[src/rtl/btn_pkg.sv]
// Shared types and default parameters for the button debouncer.
package btn_pkg;

  typedef enum logic [1:0] {
    IDLE   = 2'd0,
    DELAY  = 2'd1,
    REPEAT = 2'd2
  } rep_state_t;

  localparam int DEF_N_BTN   = 4;
  localparam int DEF_DEB_CYC = 250000;
  localparam int DEF_REP_EN  = 1;
  localparam int DEF_REP_DLY = 25000000;
  localparam int DEF_REP_PER = 5000000;

  function automatic int max2(input int a, input int b);
    return (a > b) ? a : b;
  endfunction

endpackage

[src/rtl/btn_channel.sv]
// One button channel: 2-flop synchroniser, debounce counter, press/release
// pulses and an auto-repeat FSM driving the move pulse.
module btn_channel
  import btn_pkg::*;
#(
  parameter int DEB_CYC = DEF_DEB_CYC,
  parameter int REP_EN  = DEF_REP_EN,
  parameter int REP_DLY = DEF_REP_DLY,
  parameter int REP_PER = DEF_REP_PER
) (
  input  logic clk,
  input  logic rst,
  input  logic raw,
  output logic level,
  output logic press,
  output logic rls,
  output logic move
);

  localparam int DW   = $clog2(DEB_CYC + 1);
  localparam int RMAX = max2(REP_DLY, REP_PER);
  localparam int RW   = $clog2(RMAX + 1);

  localparam logic [DW-1:0] DEB_LAST = DW'(DEB_CYC - 1);
  localparam logic [RW-1:0] DLY_LAST = RW'(REP_DLY - 1);
  localparam logic [RW-1:0] PER_LAST = RW'(REP_PER - 1);

  logic          sync1, sync2;
  logic [DW-1:0] cnt;
  logic          deb_fire, press_fire, rel_fire, rep_fire;
  rep_state_t    state, state_nxt;
  logic [RW-1:0] rcnt, rcnt_nxt;

  always_ff @(posedge clk) begin
    if (rst) begin
      sync1 <= 1'b0;
      sync2 <= 1'b0;
    end else begin
      sync1 <= raw;
      sync2 <= sync1;
    end
  end

  // Toggle on the edge where the count of differing cycles would hit DEB_CYC.
  assign deb_fire   = (sync2 != level) && (cnt == DEB_LAST);
  assign press_fire = deb_fire & ~level;
  assign rel_fire   = deb_fire & level;

  always_ff @(posedge clk) begin
    if (rst) begin
      cnt   <= '0;
      level <= 1'b0;
    end else if (sync2 == level) begin
      cnt <= '0;
    end else if (deb_fire) begin
      cnt   <= '0;
      level <= ~level;
    end else begin
      cnt <= cnt + DW'(1);
    end
  end

  always_ff @(posedge clk) begin
    if (rst) begin
      state <= IDLE;
      rcnt  <= '0;
    end else begin
      state <= state_nxt;
      rcnt  <= rcnt_nxt;
    end
  end

  always_comb begin
    state_nxt = state;
    rcnt_nxt  = rcnt + RW'(1);
    if (rel_fire || (REP_EN == 0)) begin
      state_nxt = IDLE;
      rcnt_nxt  = '0;
    end else begin
      case (state)
        IDLE: begin
          rcnt_nxt = '0;
          if (press_fire) state_nxt = DELAY;
        end
        DELAY: begin
          if (rcnt == DLY_LAST) begin
            state_nxt = REPEAT;
            rcnt_nxt  = '0;
          end
        end
        REPEAT: begin
          if (rcnt == PER_LAST) rcnt_nxt = '0;
        end
        default: begin
          state_nxt = IDLE;
          rcnt_nxt  = '0;
        end
      endcase
    end
  end

  // A release on the same edge always wins over a due repeat.
  always_comb begin
    rep_fire = 1'b0;
    if (!rel_fire) begin
      if (state == DELAY  && rcnt == DLY_LAST) rep_fire = 1'b1;
      if (state == REPEAT && rcnt == PER_LAST) rep_fire = 1'b1;
    end
  end

  always_ff @(posedge clk) begin
    if (rst) begin
      press <= 1'b0;
      rls   <= 1'b0;
      move  <= 1'b0;
    end else begin
      press <= press_fire;
      rls   <= rel_fire;
      move  <= press_fire | rep_fire;
    end
  end

endmodule

[src/rtl/btn_debounce.sv]
// Multi-channel button debouncer with press/release pulses and auto-repeat.
module btn_debounce
  import btn_pkg::*;
#(
  parameter int N_BTN   = DEF_N_BTN,
  parameter int DEB_CYC = DEF_DEB_CYC,
  parameter int REP_EN  = DEF_REP_EN,
  parameter int REP_DLY = DEF_REP_DLY,
  parameter int REP_PER = DEF_REP_PER
) (
  input  logic             clk,
  input  logic             rst,
  input  logic [N_BTN-1:0] btn_raw,
  output logic [N_BTN-1:0] btn_level,
  output logic [N_BTN-1:0] btn_press,
  output logic [N_BTN-1:0] btn_release,
  output logic [N_BTN-1:0] move
);

  for (genvar i = 0; i < N_BTN; i++) begin : g_ch
    btn_channel #(
      .DEB_CYC(DEB_CYC),
      .REP_EN (REP_EN),
      .REP_DLY(REP_DLY),
      .REP_PER(REP_PER)
    ) u_ch (
      .clk  (clk),
      .rst  (rst),
      .raw  (btn_raw[i]),
      .level(btn_level[i]),
      .press(btn_press[i]),
      .rls  (btn_release[i]),
      .move (move[i])
    );
  end

endmodule

[config.mk]
export PLATFORM = sky130hd
export DESIGN_NAME = btn_debounce
export DESIGN_NICKNAME = d
export VERILOG_FILES = /design/src/rtl/btn_pkg.sv /design/src/rtl/btn_channel.sv /design/src/rtl/btn_debounce.sv
export SDC_FILE = /design/constraint.sdc
export NUM_CORES = 1
export LEC_CHECK = 0
export CAP_MARGIN = 20
export CORE_MARGIN = 4
export CORE_UTILIZATION = 55
export DETAILED_ROUTE_END_ITERATION = 8
export PLACE_DENSITY = 0.72
export SYNTH_ARGS = -nofsm -noshare
export SYNTH_HDL_FRONTEND = slang
export SYNTH_HIERARCHICAL = 1
export SYNTH_SLANG_ARGS = --single-unit
export TNS_END_PERCENT = 100
[constraint.sdc]
create_clock -name clk -period 2.45 [get_ports clk]
set_clock_uncertainty 0.2 [all_clocks]
set_input_delay 0.735 -clock clk [delete_from_list [all_inputs] [get_ports clk]]
set_output_delay 0.735 -clock clk [all_outputs]
set_load 0.1 [all_outputs]
======== Word-level counts from Yosys, hierarchy flattened ========
Index checks and enable logic that the tools add are counted.
operators by class
  bitwise logic cells ..................... 24
  mux-type cells .......................... 36
  eq/ne operators ......................... 36
  reduce and logical (&&, ||, !) cells .... 32
  add/sub/neg operators ................... 8
operators by type and width
  cell                                                    count
  2-to-1 mux 25 bit                                       8
  case mux 25 bit (2 select lines)                        4
  adder 25 x 1 -> 25 bit (second input constant)          4
  == test 25 x 23 -> 1 bit (second input constant)        4
  == test 25 bit (second input constant)                  4
  adder 18 x 1 -> 18 bit (second input constant)          4
  == test 18 bit (second input constant)                  4
  case mux 2 bit (3 select lines)                         4
  2-to-1 mux 2 bit                                        8
  inequality test 2 x 1 -> 1 bit (second input constant)  8
  logical AND 1 bit                                       12
  2-to-1 mux 1 bit                                        12
  NOT 1 bit                                               12
  AND reduction 3 bit                                     4
  OR reduction 3 bit                                      4
  AND 1 bit                                               8
  == test 2 x 1 -> 1 bit (second input constant)          4
  == test 2 bit (second input constant)                   4
  logical NOT 2 bit                                       4
  AND reduction 2 bit                                     4
  OR reduction 2 bit                                      4
  == test 1 bit                                           4
  inequality test 1 bit                                   4
  OR 1 bit                                                4
word-level totals
  input port bits ......................... 6
  output and inout bits ................... 16
  bits in registers ....................... 204
  logic and storage cells ................. 172

======== Longest topological paths before layout ========
Gate-level depths: netlist of run 1.
  depth in word-level cells ............... 6
  depth in mapped cells ................... 7
  depth with buffers taken out ............ 6

======== Hierarchy ========
Netlist of run 1, hierarchy kept.
by module, submodules not included
  module                          seq. area each (um2)  cells an instance  area each (um2)  times used
  btn_channel (g_ch[0].u_ch ...)  1021.0                259                2372.3           3
  btn_channel (g_ch[3].u_ch)      1021.0                261                2336.0           1

======== Worst setup path after synthesis of run 1 ========
OpenSTA, ideal clock, no wires.
  kind .................................... register to register
  start point ............................. reg g_ch[0].u_ch.level
  end point ............................... reg g_ch[0].u_ch.rcnt[18]
  path buffers ............................ 1
  clock period less this slack ............ 2.245 ns
  arrival ................................. 1.930 ns
  stages on the path, launching flop included .. 7
  library setup time ...................... 0.115 ns
  slack ................................... 0.205 ns
  data required time ...................... 2.135 ns
  cells stage by stage .................... dfxtp_1 -> nand2b_1 -> nor3_1 -> a21oi_1 -> o211ai_4 -> buf_6 -> nor2_1
between the ends
  longest elaborated chain between the ends .. 4
RTL lines
  what                                   RTL line           source
  start: declaration                     btn_channel.sv:14  output logic level,
  start signal: assignment               btn_channel.sv:57  level <= ~level;
  inequality test 1 bit                  btn_channel.sv:45  assign deb_fire = (sync2 != level) && (cnt == DEB_LAST);
  logical AND 1 bit                      btn_channel.sv:45
  AND 1 bit *                            btn_channel.sv:47  assign rel_fire = deb_fire & level;
  OR reduction 2 bit (no source line) *  -
  end signal: assignment                 btn_channel.sv:69  rcnt <= rcnt_nxt;
  end: declaration                       btn_channel.sv:32  logic [RW-1:0] rcnt, rcnt_nxt;
Every way passes the cells marked *; elsewhere a longest branch is shown, timed or not.
A chain may end at the register's enable or synchronous reset.

======== Final worst setup path of run 1 ========
  start point ............................. reg g_ch[1].u_ch.rcnt[0]
  end point ............................... reg g_ch[1].u_ch.rcnt[6]
between the ends
  longest elaborated chain between the ends .. 3
  elaborated cells between the ends (all ways) .. 6
RTL lines
  what                                                  RTL line                              source
  start: declaration                                    btn_channel.sv:32
  start signal: assignment                              btn_channel.sv:69
  adder 25 x 1 -> 25 bit, or another cell as far along  btn_channel.sv:75                     rcnt_nxt = rcnt + RW'(1);
  2-to-1 mux 25 bit (on tied branches)                  btn_channel.sv:92, btn_channel.sv:86
  case mux 25 bit (2 select lines) *                    btn_channel.sv:80                     case (state)
Marked as above.

==> results of run 1 <==
## worst paths after layout
kind / start / endpoint / slack [ps] / cells after the start
hold / removal: g_ch[0].u_ch/sync1 / g_ch[0].u_ch/sync2 / 240 / 1
hold reg to reg: g_ch[0].u_ch/sync1 / g_ch[0].u_ch/sync2 / 240 / 1
setup reg to reg: g_ch[1].u_ch/rcnt[0] / g_ch[1].u_ch/rcnt[6] / 140 / 7
setup / recovery: g_ch[1].u_ch/rcnt[0] / g_ch[1].u_ch/rcnt[6] / 140 / 7
## area by class of cell
cell class                 count  area (um^2)
clock inverter                 7         35.0
fill                        1429         5900
inverter                      21         78.8
clock buffer                  32          669
tap                          220          275
timing repair buffer          50          513
multi-input combinational    794         5140
sequential                   204         4080
## sequential cells by signal (all words and copies together) (netlist names)
| signal | count |
|---|---|
| g_ch.u_ch/cnt | 72 |
| g_ch.u_ch/level | 4 |
| g_ch.u_ch/move | 4 |
| g_ch.u_ch/press | 4 |
| g_ch.u_ch/rcnt | 100 |
| g_ch.u_ch/rls | 4 |
| g_ch.u_ch/state | 8 |
| g_ch.u_ch/sync1 | 4 |
| g_ch.u_ch/sync2 | 4 |
## through the flow
stage	power, W	hold WS, ps	util	std cells	instance area [um^2]
after floorplan	0.00345	214	-	1038	9450
after global placement	0.00349	225	0.604	1289	10100
after detailed placement	0.00349	231	0.604	1289	10100
after CTS	0.00666	246	0.647	1328	10800
after global routing	0.00682	268	0.647	1328	10800
final	0.00655	241	0.647	1328	10800
## kinds of logic after synthesis
kind of cell,Yosys count,share of synthesized area
simple gates,567,0.323
flops,204,0.432
xor+xnor,156,0.145
compound gates,47,0.0462
buf+inv,40,0.0240
fa+ha+maj,20,0.0265
mux,4,0.00424
## placed cells by master, fill, tap and decap left out, types with 7 or more instances in the layout
master / n
dfxtp_1: 204
ha_1: 20
clkinv_2: 7
nor3_1: 21
buf_4: 35
nand2b_1: 8
clkbuf_16: 23
nand4_1: 55
and3_1: 11
nand3_1: 70
and4_1: 15
nor2_2: 57
buf_12: 10
nor3b_1: 7
nor4b_1: 7
nor2_1: 165
xnor2_1: 43
a21oi_1: 13
inv_1: 21
xor2_1: 113
nor4_1: 19
nor2b_1: 11
nand2_1: 70
## metal layers
metal | wire, um | share of wire
met5 | 0 | 0
met1 | 8440 | 0.48
met3 | 600 | 0.034
met2 | 7910 | 0.45
met4 | 495 | 0.028
## power groups by stage
stage	clock [W]	sequential, W	combinational (W)
after floorplan	0	0.00340	0.0000473
after global placement	0	0.00341	0.0000799
after detailed placement	0	0.00341	0.0000812
after CTS	0.00324	0.00333	0.0000813
after global routing	0.00340	0.00333	0.0000900
final	0.00314	0.00333	0.0000802
==> impl_metrics.py, run 1 <==
metrics = {
    "outcome": {
        "outcome": "complete, no violations",
    },
    "clock_network": {
        "clk-insertion-delay-late_ps": 490,
        "post-cts-setup-buffers": 0,
        "clock-sinks": 204,
        "cts_buffers": 23,
        "postCtsHoldBufs": 0,
        "cts_tree": "built",
        "clkTransAtPathRegs_ps": 60,
        "htreeDepth": 1,
        "ctsResizeCount": 0,
        "root_buffer": "clkbuf_16",
        "clock_path_buffers": 3,
    },
    "worst_setup_path": {
        "crit_family": "compound AO/OA/AOI/OAI gates",
        "critPathLaunchType": "register",
        "crit_required_ps": 2630,
        "critPathSlowestCell": "o41a_4",
        "path_buf_inv": 1,
        "crit_type": "register to register",
        "path_cells": "ha_1, and3_2, nand2_1, o41a_4, o211ai_4, buf_12, nor2_1",
        "cpPeakStageDelay_ps": 540,
        "cp-end-kind": "register",
        "crit_fanout": 25,
        "critPathArrivalTime_ps": 2480,
    },
    "yosys": {
        "netlist_area_mm2": 0.00945,
        "yosysWarnings": 6,
        "ys_seq_elements": 204,
        "synth_top_area_cell": "dfxtp_1",
        "syn_avg_cell_area_um2": 9.11,
        "synth_top_cell_area_share": 0.432,
        "syn_nets": 1064,
        "async_flop_share": 0,
        "synth_area_leaders": "dfxtp_1 43%, xor2_1 10%, nor2_1 6.6%",
        "synth_top_cells_by_count": "204 x dfxtp_1, 165 x nor2_1, 113 x xor2_1",
        "synth_edf_count": 0,
        "synth.most_common_cell": "dfxtp_1",
        "synthFlopType": "dfxtp_1",
        "synth.yosys.seq_area_share": 0.432,
        "synth.distinct_cells": 55,
        "syn_inst": 1038,
    },
    "place": {
        "gp_congestion": 0.850,
        "pre_cts_ws_ps": 64.4,
        "portBuffers": 21,
        "dp_hpwl_mm": 12.0,
    },
    "pwr": {
        "power_density_mw_per_mm2": 607,
        "power.switching_w": 0.00130,
        "p_int_w": 0.00525,
        "combPwrFrac": 0.012,
        "seq_power_share": 0.509,
        "ir_drop_mv": 0.515,
        "p_leak_nw": 3.49,
        "p_clk_frac": 0.479,
        "sw_frac_of_total": 0.199,
    },
    "route": {
        "viasPerCell": 5.42,
        "first_iter_violations": 387,
        "vias": 7194,
        "drtPass1Iterations": 6,
        "routedWlPerCell_um": 13.1,
        "remaining_drc_errors": 0,
        "drt_wl_total_mm": 17.5,
        "ant_nets": 0,
    },
    "timing": {
        "clock.fmax_mhz": 434,
        "post-route-period-util": 0.941,
        "setup_tns_ps": 0,
        "hold_viol": 0,
        "rsz0062_at_grt": "no",
        "period_needed_ps": 2310,
        "final-max-slew-violation-count": 0,
        "final.setup.worst_slack_ps": 145,
        "worst_pin_slew_ps": 664,
        "slew_headroom": 0.556,
        "setup_viol": 0,
    },
    "layout": {
        "drive_above_1_share": 0.157,
        "nets": 1120,
        "area_growth_pct": 14.2,
        "n_antenna_cell": 0,
    },
    "job": {
        "drv_cap": 0,
    },
    "floorplanning": {
        "core_region_area_mm2": 0.0167,
        "fp.dieArea_mm2": 0.0193,
        "std_cell_rows": 47,
        "ioPinCount": 22,
        "die_h_um": 139,
        "die_x_um": 139,
        "initial_utilization": 0.566,
    },
    "global_routing": {
        "grt_pass1_vias": 6813,
        "grt_use_met1": 0.246,
        "globalRouteMet2Util": 0.292,
        "grt_max_degree": 26,
        "met3_usage": 0.0290,
        "antenna_found_initial": 0,
        "globalRoute.totalOverflow": 0,
        "top_usage_layer": "met2",
        "grt_pass1_wl_mm": 30.9,
        "grt.total_usage": 0.179,
    },
    "hold_path": {
        "hp-class": "register to register",
    },
}
Power figures use the tool's default switching activity.
==> run 2, diff against run 1 <==
--- a/config.mk
+++ b/config.mk
@@ -9,6 +9,7 @@
 export CORE_MARGIN = 4
 export CORE_UTILIZATION = 55
 export DETAILED_ROUTE_END_ITERATION = 8
+export HOLD_SLACK_MARGIN = 0.12
 export PLACE_DENSITY = 0.72
 export SYNTH_ARGS = -nofsm -noshare
 export SYNTH_HDL_FRONTEND = slang
==> results of run 2 <==
Same layout as run 1: the final DEF is identical, and so are final timing and power.
==> run 3, diff against run 2 <==
--- a/config.mk
+++ b/config.mk
@@ -6,6 +6,7 @@
 export NUM_CORES = 1
 export LEC_CHECK = 0
 export CAP_MARGIN = 20
+export CORE_ASPECT_RATIO = 1.75
 export CORE_MARGIN = 4
 export CORE_UTILIZATION = 55
 export DETAILED_ROUTE_END_ITERATION = 8
==> run 3 against run 2 <==
  * Non-clock buffer count increased by 6
  * Design area increased by 0.37%
  * Critical path depth unchanged
  * Critical path type unchanged
  * Combinational power increased by 2%
  * Via count increased by 2.0%
  * Critical endpoint is now g_ch[1].u_ch/rcnt[3]
  * Die area increased by 0.42%
==> impl_metrics.py, run 3 (synthesis gave the netlist of run 1 again) <==
metrics = {
    "layout": {
        "regArea_mm2": 0.00408,
        "nets": 1123,
        "final_cell_mix": "204 x dfxtp_1, 165 x nor2_1, 113 x xor2_1, 70 x nand2_1, 70 x nand3_1",
        "layout_commonest_cell": "dfxtp_1",
        "top_regs": "g_ch.u_ch/rcnt x100, g_ch.u_ch/cnt x72, g_ch.u_ch/state x8",
        "drive_above_1_share": 0.156,
        "largest_register": "g_ch.u_ch/rcnt",
        "multi_input_area_mm2": 0.00515,
        "area_growth_pct": 14.7,
        "fill_cells": 1482,
        "largest_reg_flops": 100,
        "n_antenna_cell": 0,
        "fin_cells": 1337,
    },
    "route": {
        "first_iter_violations": 301,
        "routedWlPerCell_um": 14.0,
        "vias": 7338,
        "ant_nets": 0,
        "drt_wl_total_mm": 18.8,
        "remaining_drc_errors": 0,
        "viasPerCell": 5.49,
        "drtPass1Iterations": 4,
    },
    "floorplanning": {
        "initial_utilization": 0.558,
        "fp.dieArea_mm2": 0.0194,
        "ioPinCount": 22,
        "die_h_um": 181,
        "die_x_um": 107,
        "std_cell_rows": 63,
        "core_region_area_mm2": 0.0169,
    },
    "worst_setup_path": {
        "critPathSlowestCell": "o41a_4",
        "critPathLaunch": "g_ch[1].u_ch/rcnt[0]",
        "critPathLaunchType": "register",
        "path_cells": "ha_1, and3_2, nand2_1, o41a_4, o211ai_4, buf_12, nor2_1",
        "rr_endpoint": "g_ch[1].u_ch/rcnt[3]",
        "crit_fanout": 25,
        "crit_type": "register to register",
        "cp-end-kind": "register",
        "worstRegToRegCells": 7,
        "path_buf_inv": 1,
        "critPathArrivalTime_ps": 2480,
        "crit_family": "compound AO/OA/AOI/OAI gates",
        "crit_required_ps": 2630,
        "cpPeakStageDelay_ps": 540,
        "rrSetupSlack_ps": 140,
        "rr_startpoint": "g_ch[1].u_ch/rcnt[0]",
    },
    "place": {
        "gp_congestion": 0.830,
        "portBuffers": 21,
        "dp_hpwl_mm": 13.1,
        "dp_cells": 1302,
    },
    "clock_network": {
        "postCtsHoldBufs": 0,
        "clock_path_buffers": 3,
        "cts_tree": "built",
        "cts_buffers": 20,
        "clock-sinks": 204,
        "ctsResizeCount": 0,
        "htreeDepth": 1,
        "clkTransAtPathRegs_ps": 60,
        "clk-insertion-delay-late_ps": 490,
        "root_buffer": "clkbuf_16",
        "post-cts-setup-buffers": 0,
    },
    "pwr": {
        "p_leak_nw": 3.50,
        "p_total_w": 0.00659,
        "power_density_mw_per_mm2": 608,
        "ir_drop_mv": 0.606,
    },
    "global_routing": {
        "globalRoute.totalOverflow": 0,
        "grt.total_usage": 0.195,
        "top_usage_layer": "met2",
        "grt_max_degree": 26,
        "grt_pass1_vias": 7427,
        "antenna_found_initial": 0,
        "met3_usage": 0.0281,
        "grt_use_met1": 0.210,
        "globalRouteMet2Util": 0.368,
        "grt_pass1_wl_mm": 32.4,
    },
    "timing": {
        "setup_viol": 0,
        "rsz0062_at_grt": "no",
        "hold_viol": 0,
        "final-max-slew-violation-count": 0,
        "slew_headroom": 0.570,
        "setup_tns_ps": 0,
        "post-route-period-util": 0.941,
        "clock.fmax_mhz": 434,
        "period_needed_ps": 2310,
        "worst_pin_slew_ps": 643,
    },
    "hold_path": {
        "min_path_cells": 1,
        "hp-class": "register to register",
        "min_from": "g_ch[1].u_ch/sync1",
        "holdPathEnd": "g_ch[1].u_ch/sync2",
    },
    "outcome": {
        "outcome": "complete, no violations",
    },
    "job": {
        "drv_cap": 0,
    },
}
## run 3: cell types whose count changed in the layout (fill, tap and decap cells not counted), moves of 2 or more
cell / change
bufinv_16: +2
clkinv_2: -7
buf_4: +5
clkbuf_1: +4
clkbuf_16: -2
## run 3: area by class of cell
| cell class | instances | area share |
|---|---|---|
| tap | 227 | 0.0262 |
| clock inverter | 2 | 0.00554 |
| clock buffer | 33 | 0.0573 |
| multi-input combinational | 794 | 0.475 |
| inverter | 21 | 0.00727 |
| timing repair buffer | 56 | 0.0518 |
| sequential | 204 | 0.377 |
## run 3: per-stage QoR
step	utilization	cell area [um^2]	hold slack, ps	worst slack (ps)
global route	0.639	10800	257	38.0
floorplan	-	9450	214	205
CTS	0.639	10800	234	89.2
global placement	0.599	10100	220	53.3
detailed placement	0.599	10100	220	2.06
finish	0.639	10800	233	144
## run 3: how the worst max path moves through the flow
stage,to,slack (ps),depth (start not counted)
3_5_place_dp,g_ch[2].u_ch/rcnt[3],2,6
5_1_grt,g_ch[3].u_ch/rcnt[13],40,7
4_1_cts,g_ch[3].u_ch/rcnt[21],90,7
3_3_place_gp,g_ch[2].u_ch/rcnt[2],50,6
2_1_floorplan,g_ch[0].u_ch/rcnt[18],210,6
6_report,g_ch[1].u_ch/rcnt[3],140,7
## run 3: per-layer routing
layer / share of wire / up-vias / wire length, um
li1: - / 3713 / -
met1: 0.39 / 3462 / 7330
met2: 0.54 / 107 / 10200
met3: 0.031 / 56 / 588
met4: 0.037 / 0 / 693
met5: 0 / - / 0
## run 3: where the power goes
group           total, W  switching, W  leakage [nW]  internal, W
registers        0.00333    0.00000514          1.64      0.00333
clock network    0.00318       0.00125         0.331      0.00193
logic          0.0000815     0.0000454          1.52    0.0000361
total            0.00659       0.00130          3.50      0.00529
